<file path="config.mk">
export PLATFORM = sky130hd
export DESIGN_NAME = regfile_mp
export DESIGN_NICKNAME = d
export VERILOG_FILES = /design/src/rtl/regfile_mp.sv
export SDC_FILE = /design/constraint.sdc
export NUM_CORES = 2
export LEC_CHECK = 0
export ABC_AREA = 0
export CORE_UTILIZATION = 55
export DETAILED_ROUTE_END_ITERATION = 8
export GPL_ROUTABILITY_DRIVEN = 0
export MAX_ROUTING_LAYER = met4
export PLACE_DENSITY_LB_ADDON = 0.08
export SETUP_SLACK_MARGIN = 0.1
export SLEW_MARGIN = 30
export SYNTH_ARGS = -nofsm -noshare
export SYNTH_HDL_FRONTEND = slang
export SYNTH_SLANG_ARGS = --single-unit
</file>
<file path="constraint.sdc">
create_clock -name clk -period 46.4 [get_ports clk]
set_input_delay 9.28 -clock clk [delete_from_list [all_inputs] [get_ports clk]]
set_output_delay 9.28 -clock clk [all_outputs]
set_load 0.005 [all_outputs]
</file>
<file path="src/rtl/regfile_mp.sv">
// regfile_mp: multi-port register file (r0 = 0) with write-through bypass and per-register busy scoreboard.
// Latency: reads are combinational (0 cycles); writes, allocs and flushes take effect on the next rising edge.
// Backpressure: none; every input is sampled every cycle, no handshake.
//
// Ports:
//   clk, rst                       clock and asynchronous active-high reset
//   rd_addr / rd_data / rd_busy    NREAD packed read ports (port i at slice i)
//   wr_en / wr_addr / wr_data      NWRITE packed write-back ports, higher index wins on collision
//   alloc_en / alloc_addr          mark a register busy when an instruction producing it issues
//   flush                          clear every busy bit
module regfile_mp #(
    parameter int DATA_W = 32,
    parameter int ADDR_W = 5,
    parameter int NREAD  = 4,
    parameter int NWRITE = 2
) (
    input  logic                     clk,
    input  logic                     rst,
    input  logic [NREAD*ADDR_W-1:0]  rd_addr,
    output logic [NREAD*DATA_W-1:0]  rd_data,
    output logic [NREAD-1:0]         rd_busy,
    input  logic [NWRITE-1:0]        wr_en,
    input  logic [NWRITE*ADDR_W-1:0] wr_addr,
    input  logic [NWRITE*DATA_W-1:0] wr_data,
    input  logic                     alloc_en,
    input  logic [ADDR_W-1:0]        alloc_addr,
    input  logic                     flush
);

    localparam int DEPTH = 1 << ADDR_W;

    generate
        if (NREAD < 1 || NREAD > 8) begin : g_bad_nread
            $error("regfile_mp: NREAD must be in 1..8");
        end
        if (NWRITE < 1 || NWRITE > 4) begin : g_bad_nwrite
            $error("regfile_mp: NWRITE must be in 1..4");
        end
    endgenerate

    logic [DATA_W-1:0] mem [DEPTH];
    logic [DEPTH-1:0]  busy;
    logic [DEPTH-1:0]  busy_nxt;

    // Unpacked view of the write ports; wv excludes writes to r0 so that
    // storage, bypass and scoreboard all ignore them uniformly.
    logic [ADDR_W-1:0] wa [NWRITE];
    logic [DATA_W-1:0] wd [NWRITE];
    logic [NWRITE-1:0] wv;

    genvar gj;
    generate
        for (gj = 0; gj < NWRITE; gj++) begin : g_wport
            assign wa[gj] = wr_addr[gj*ADDR_W +: ADDR_W];
            assign wd[gj] = wr_data[gj*DATA_W +: DATA_W];
            assign wv[gj] = wr_en[gj] && (wa[gj] != '0);
        end
    endgenerate

    // Storage: ascending port loop so the highest-index port's assignment
    // is the one that lands on a collision. mem[0] is never written.
    always_ff @(posedge clk or posedge rst) begin
        if (rst) begin
            for (int k = 0; k < DEPTH; k++) begin
                mem[k] <= '0;
            end
        end else begin
            for (int j = 0; j < NWRITE; j++) begin
                if (wv[j]) begin
                    mem[wa[j]] <= wd[j];
                end
            end
        end
    end

    // Scoreboard next state: completions clear first, then an alloc sets,
    // so a same-cycle alloc+write leaves the register busy (newer producer).
    always_comb begin
        busy_nxt = busy;
        if (flush) begin
            busy_nxt = '0;
        end else begin
            for (int j = 0; j < NWRITE; j++) begin
                if (wv[j]) begin
                    busy_nxt[wa[j]] = 1'b0;
                end
            end
            if (alloc_en && alloc_addr != '0) begin
                busy_nxt[alloc_addr] = 1'b1;
            end
        end
        busy_nxt[0] = 1'b0;
    end

    always_ff @(posedge clk or posedge rst) begin
        if (rst) begin
            busy <= '0;
        end else begin
            busy <= busy_nxt;
        end
    end

    // Read ports: bypass from the highest-index matching write, otherwise
    // storage. A matching write also releases the hazard this cycle.
    always_comb begin
        logic [ADDR_W-1:0] ra;
        logic [DATA_W-1:0] d;
        logic              hit;
        rd_data = '0;
        rd_busy = '0;
        for (int i = 0; i < NREAD; i++) begin
            ra  = rd_addr[i*ADDR_W +: ADDR_W];
            d   = mem[ra];
            hit = 1'b0;
            for (int j = 0; j < NWRITE; j++) begin
                if (wv[j] && wa[j] == ra) begin
                    hit = 1'b1;
                    d   = wd[j];
                end
            end
            if (rst || ra == '0) begin
                rd_data[i*DATA_W +: DATA_W] = '0;
                rd_busy[i]                  = 1'b0;
            end else begin
                rd_data[i*DATA_W +: DATA_W] = d;
                rd_busy[i]                  = busy[ra] & ~hit;
            end
        end
    end

endmodule

</file>
Word level (Yosys, flattened, before mapping)
Index checks and enable logic that the tools add are counted.
W data, S select, Z words.

storage, ports and cells
  register bits after elaboration = 1055
  input port bits = 105
  output and inout bits = 132
  word-level logic and storage cells = 169

operators by class
  magnitude comparators = 18
  equality and inequality tests = 8
  mux-type cells = 64
  bitwise gates (word level) = 19
  reduce and logical (&&, ||, !) cells = 27

operator list
  kind                  number
  $bwmux W1024          2
  $mux W1024            2
  $mux W32              28
  $bmux W32 S5          4
  $demux W32 S5         2
  $and A32 B32 Y32      2
  $not A32 Y32          2
  $lt A5 B6 Y1 const B  7
  $eq A5 B5 Y1          8
  $ge A6 B6 Y1 const B  6
  $not A5 Y6            6
  $or A32 B32 Y32       1
  $bmux W1 S5           4
  $logic_not A5 Y1      4
  $mux W1               19
  $logic_and A1 B1 Y1   16
  $demux W1 S5          3
  $ge A5 B1 Y1 const B  3
  $reduce_bool A5 Y1    3
  $lt A6 B1 Y1 const B  2
  $and A1 B1 Y1         4
  $logic_or A1 B1 Y1    4
  $not A1 Y1            4

Longest topological paths before layout
  depth in word-level cells = 14
  mapped depth = 11

Worst setup path before layout
OpenSTA, ideal clock, no wires.

  path type = input to output
  from = input rst
  to = output rd_busy[2]
  data arrival time = 36431 ps
  data required time = 37120 ps
  path slack = 689 ps
  stages on the path = 3
  buffers on the path = 0
  cell sequence = inv_1 > o41ai_1 > a2111oi_0

between the ends
  cells in the longest elaborated chain, start to end = 2

ends and longest elaborated chain
  element             line  RTL
  from (decl)         18    input logic rst,
  $logic_or A1 B1 Y1  121   if (rst || ra == '0) begin
  $mux W1             121
  to (decl)           21    output logic [NREAD-1:0] rd_busy,

Every way passes these cells.

Worst setup path in the final report
  from = input rd_addr[12]
  to = output rd_data[79]

between the ends
  cells in the longest elaborated chain, start to end = 7
  elaborated cells between the ends (all ways) = 13
  classes of those cells = eq/ne (2); mux (6); bitwise (1); reduce/logical (4)

ends and longest elaborated chain
  element                                       line  RTL
  from (decl)                                   19    input logic [NREAD*ADDR_W-1:0] rd_addr,
  $not A5 Y6 (implied by the code)              113   d = mem[ra];
  $bmux W32 S5                                  113
  $mux W32 (implied by the code) (2 in series)  113
  $mux W32 (2 in series)                        116   if (wv[j] && wa[j] == ra) begin
  $mux W32 (*)                                  121
  to (decl)                                     20    output logic [NREAD*DATA_W-1:0] rd_data,

Mark *: on every way between the ends. The rest lies on a longest branch, timed or not. The select of a mux whose other input is x is not followed.

==> run summary <==
hold path depth - 0
P_int - 2.45 mW
share of layout cells above drive strength 1 - 0.184
RSZ-0062 raised after global routing - false
Worst R2R End - mem[894]
initial antenna violation count - 28
routed len/inst - 41.4 um
status - completed
crit path buf inv count - 5
crit path cell chain - buf_8 -> buf_4 -> xor2_1 -> or4_2 -> buf_4 -> o41ai_4 -> buf_4 -> nor3_1 -> nor3_1 -> clkdlybuf4s50_1
worst vdd ir - 0.0000437 V
Critical Path Start Type - input pin
hold_ws - 450 ps
Switching Fraction - 0.360
fin crit share - 0.513
number of synthesized register bits - 1055
TritonRoute pass-1 iters - 9
cell mode on critical path - buf_4
CTS tree - yes
number of synthesis warnings - 0
Post-synth EDFFs - 0
Gate power share - 0.324
hpwl dp - 242000 um
Setup CP Type - input pin to primary output
Worst Hold Class - flop to flop
Seq pwr share - 0.391
average cell area after synthesis - 10.2 um^2
TNS Setup - 0 ps
first-pass GRT wire length - 580000 um
Setup Viol. Count Final - 0
Crit Path Max Fanout - 59
Post CTS Setup Buffer Count - 0
Max clock buf depth - 3
Slew headroom - 0.167
slowest stage delay, CP - 930 ps
port bufs - 236
vias in the first global route - 74000
Nets - 7974
worst hold start - mem[1010]
Top-Level Pins - 237
required time worst endpoint - 37120 ps
clock tree root driver cell - clkbuf_16
overall die width - 394 um
Worst Skew - 0 ps
Clock Sinks - 1055
final WL - 416000 um
CTS H-Tree Depth - 4
Net Switching - 1.38 mW
P per Cell Area - 41.1 mW/mm^2
CTS resizes - 0
Inserted Clock Buffers - 131
clock power share - 0.285
R2R depth - 3
largest net degree at the start of global routing - 150
Hold Buf Count CTS - 0
beginning of the worst register-to-register path - mem[894]
Synth cell types - 60
final slew viol count - 0
Final Hold Vio Count - 0
Worst-Margin Slew - 1250 ps
Site Rows - 143
CP Data Arrival Time - 14510 ps
Worst Setup End Kind - primary output
Setup crit start - rd_addr[12]
R2R Setup Slk - 45380 ps
Max Cap Viol - 0
area of the mapped netlist - 0.0847 mm^2
critical path's slowest cell - buf_4
DRC viols - 0
most frequent cells in the layout - mux2i_1, dfrtp_1, mux4_2
die area - 0.156 mm^2
Tmin final - 23790 ps
hold endpoint - mem[1010]
Top FF cell, synth - dfrtp_1
Fmax achieved - 42.0 MHz
total vias in the final route - 79800
Syn Nets - 8396
sequential element share of the synthesized area - 0.312
Leak - 38.9 nW
Async SR Flop Fraction - 1.00
initial core utilization - 0.556
Overflow after GRT - 0
Die Y - 394 um
Global Route Usage Sum - 0.543
1st-iter DRT viols - 15000
commonest non-fill, non-tap cell in the layout - mux2i_1
Antenna Nets Post-Route - 0
Synth-to-Final Area Change - 9.91%
Worst-path clk slew - 50 ps
Clock Latency Late Sink - 820 ps
Gate Count Post-Synth - 8291
vias per cell - 7.95
Core Region - 0.152 mm^2
delay-heaviest family, CP - buffers and inverters
## worst max-delay path by stage
stage	endpoint	depth (start not counted)
final	rd_data[79]	10
after global routing	rd_data[79]	10
after CTS	rd_data[72]	10
after detailed placement	rd_data[72]	10
after global placement	rd_data[72]	8
after floorplan	rd_busy[2]	3
## cell usage after synthesis, types with 3 or more instances
library cell / n / area [um^2]
a2111oi_0: 3 / 26.3
a21oi_1: 721 / 3610
a221o_1: 31 / 310
a221oi_1: 3 / 26.3
a22o_1: 3 / 26.3
a22oi_1: 347 / 2610
a31oi_1: 42 / 263
a32oi_1: 5 / 43.8
and2_1: 16 / 100
and3_1: 40 / 250
and3b_1: 7 / 61.3
buf_1: 98 / 368
buf_2: 214 / 1070
buf_4: 4 / 30.0
buf_6: 8 / 90.1
clkbuf_1: 731 / 2740
dfrtp_1: 1055 / 26400
inv_1: 4 / 15.0
mux2_2: 9 / 101
mux2i_1: 1604 / 16100
mux4_2: 861 / 19400
nand2_1: 753 / 2830
nand2b_1: 9 / 56.3
nand3_1: 210 / 1050
nand3b_1: 19 / 143
nand4_1: 36 / 225
nor2_1: 688 / 2580
nor2b_1: 14 / 87.6
nor3_1: 74 / 370
nor3b_1: 7 / 52.6
o211ai_1: 7 / 52.6
o21ai_0: 467 / 2340
o21ai_1: 63 / 315
o22ai_1: 62 / 388
or2_2: 4 / 25.0
or3b_1: 3 / 26.3
or4_1: 3 / 22.5
xnor2_1: 22 / 193
xor2_1: 18 / 158
## area by class of cell
| class | count | area (um^2) |
|---|---|---|
| clock inverters | 35 | 425 |
| fillers | 12500 | 59300 |
| inverters | 6 | 30.0 |
| multi-input cells | 6175 | 54700 |
| clock buffers | 199 | 4010 |
| repair buffers | 500 | 4860 |
| flip-flops and latches | 1055 | 26400 |
| well taps | 2030 | 2540 |
| diodes | 45 | 113 |
## stage by stage
step	instance area (um^2)	utilization	std cells	total power, mW	setup slack [ps]
after global placement	87900	0.577	9744	2.64	23130
after detailed placement	88300	0.579	9757	2.68	23160
after floorplan	84700	-	8291	2.25	689
final	93100	0.611	10000	3.83	22610
after CTS	92700	0.608	9991	3.75	23100
after global routing	93100	0.611	10000	3.94	22800
## registers in the layout, indices dropped and copies added, names as in the netlist
signal / cells
mem: 1024
busy: 31
## cell families (layout without fill, tap and decap cells)
group	after synthesis	count (layout)	share of synthesized area
multiplexers	2474	2474	0.420
AND/OR/NAND/NOR	1895	1895	0.0941
AO/OA/AOI/OAI	1766	1766	0.119
buffers and inverters	1061	740	0.0511
flip-flops	1055	1055	0.312
XOR/XNOR	40	40	0.00414
other	0	45	0
## power groups by stage
stage / Clock [mW] / Combinational [mW] / Sequential [mW]
after global placement: 0 / 1.16 / 1.47
after floorplan: 0 / 0.893 / 1.36
final: 1.09 / 1.24 / 1.50
after global routing: 1.12 / 1.30 / 1.52
after CTS: 1.08 / 1.20 / 1.47
after detailed placement: 0 / 1.19 / 1.49
## layer usage
metal  global-route usage  vias to the layer above  wire length [um]  part of all wire
li1                     -                    30400                 -                 -
met1                0.662                    38800            141000              0.34
met2                0.662                     8359            156000              0.38
met3                0.314                     2270             81700              0.20
met4                0.371                        0             37200             0.089
met5                    -                        -                 0                 0
No activity file was read; power rests on OpenSTA's default activity.
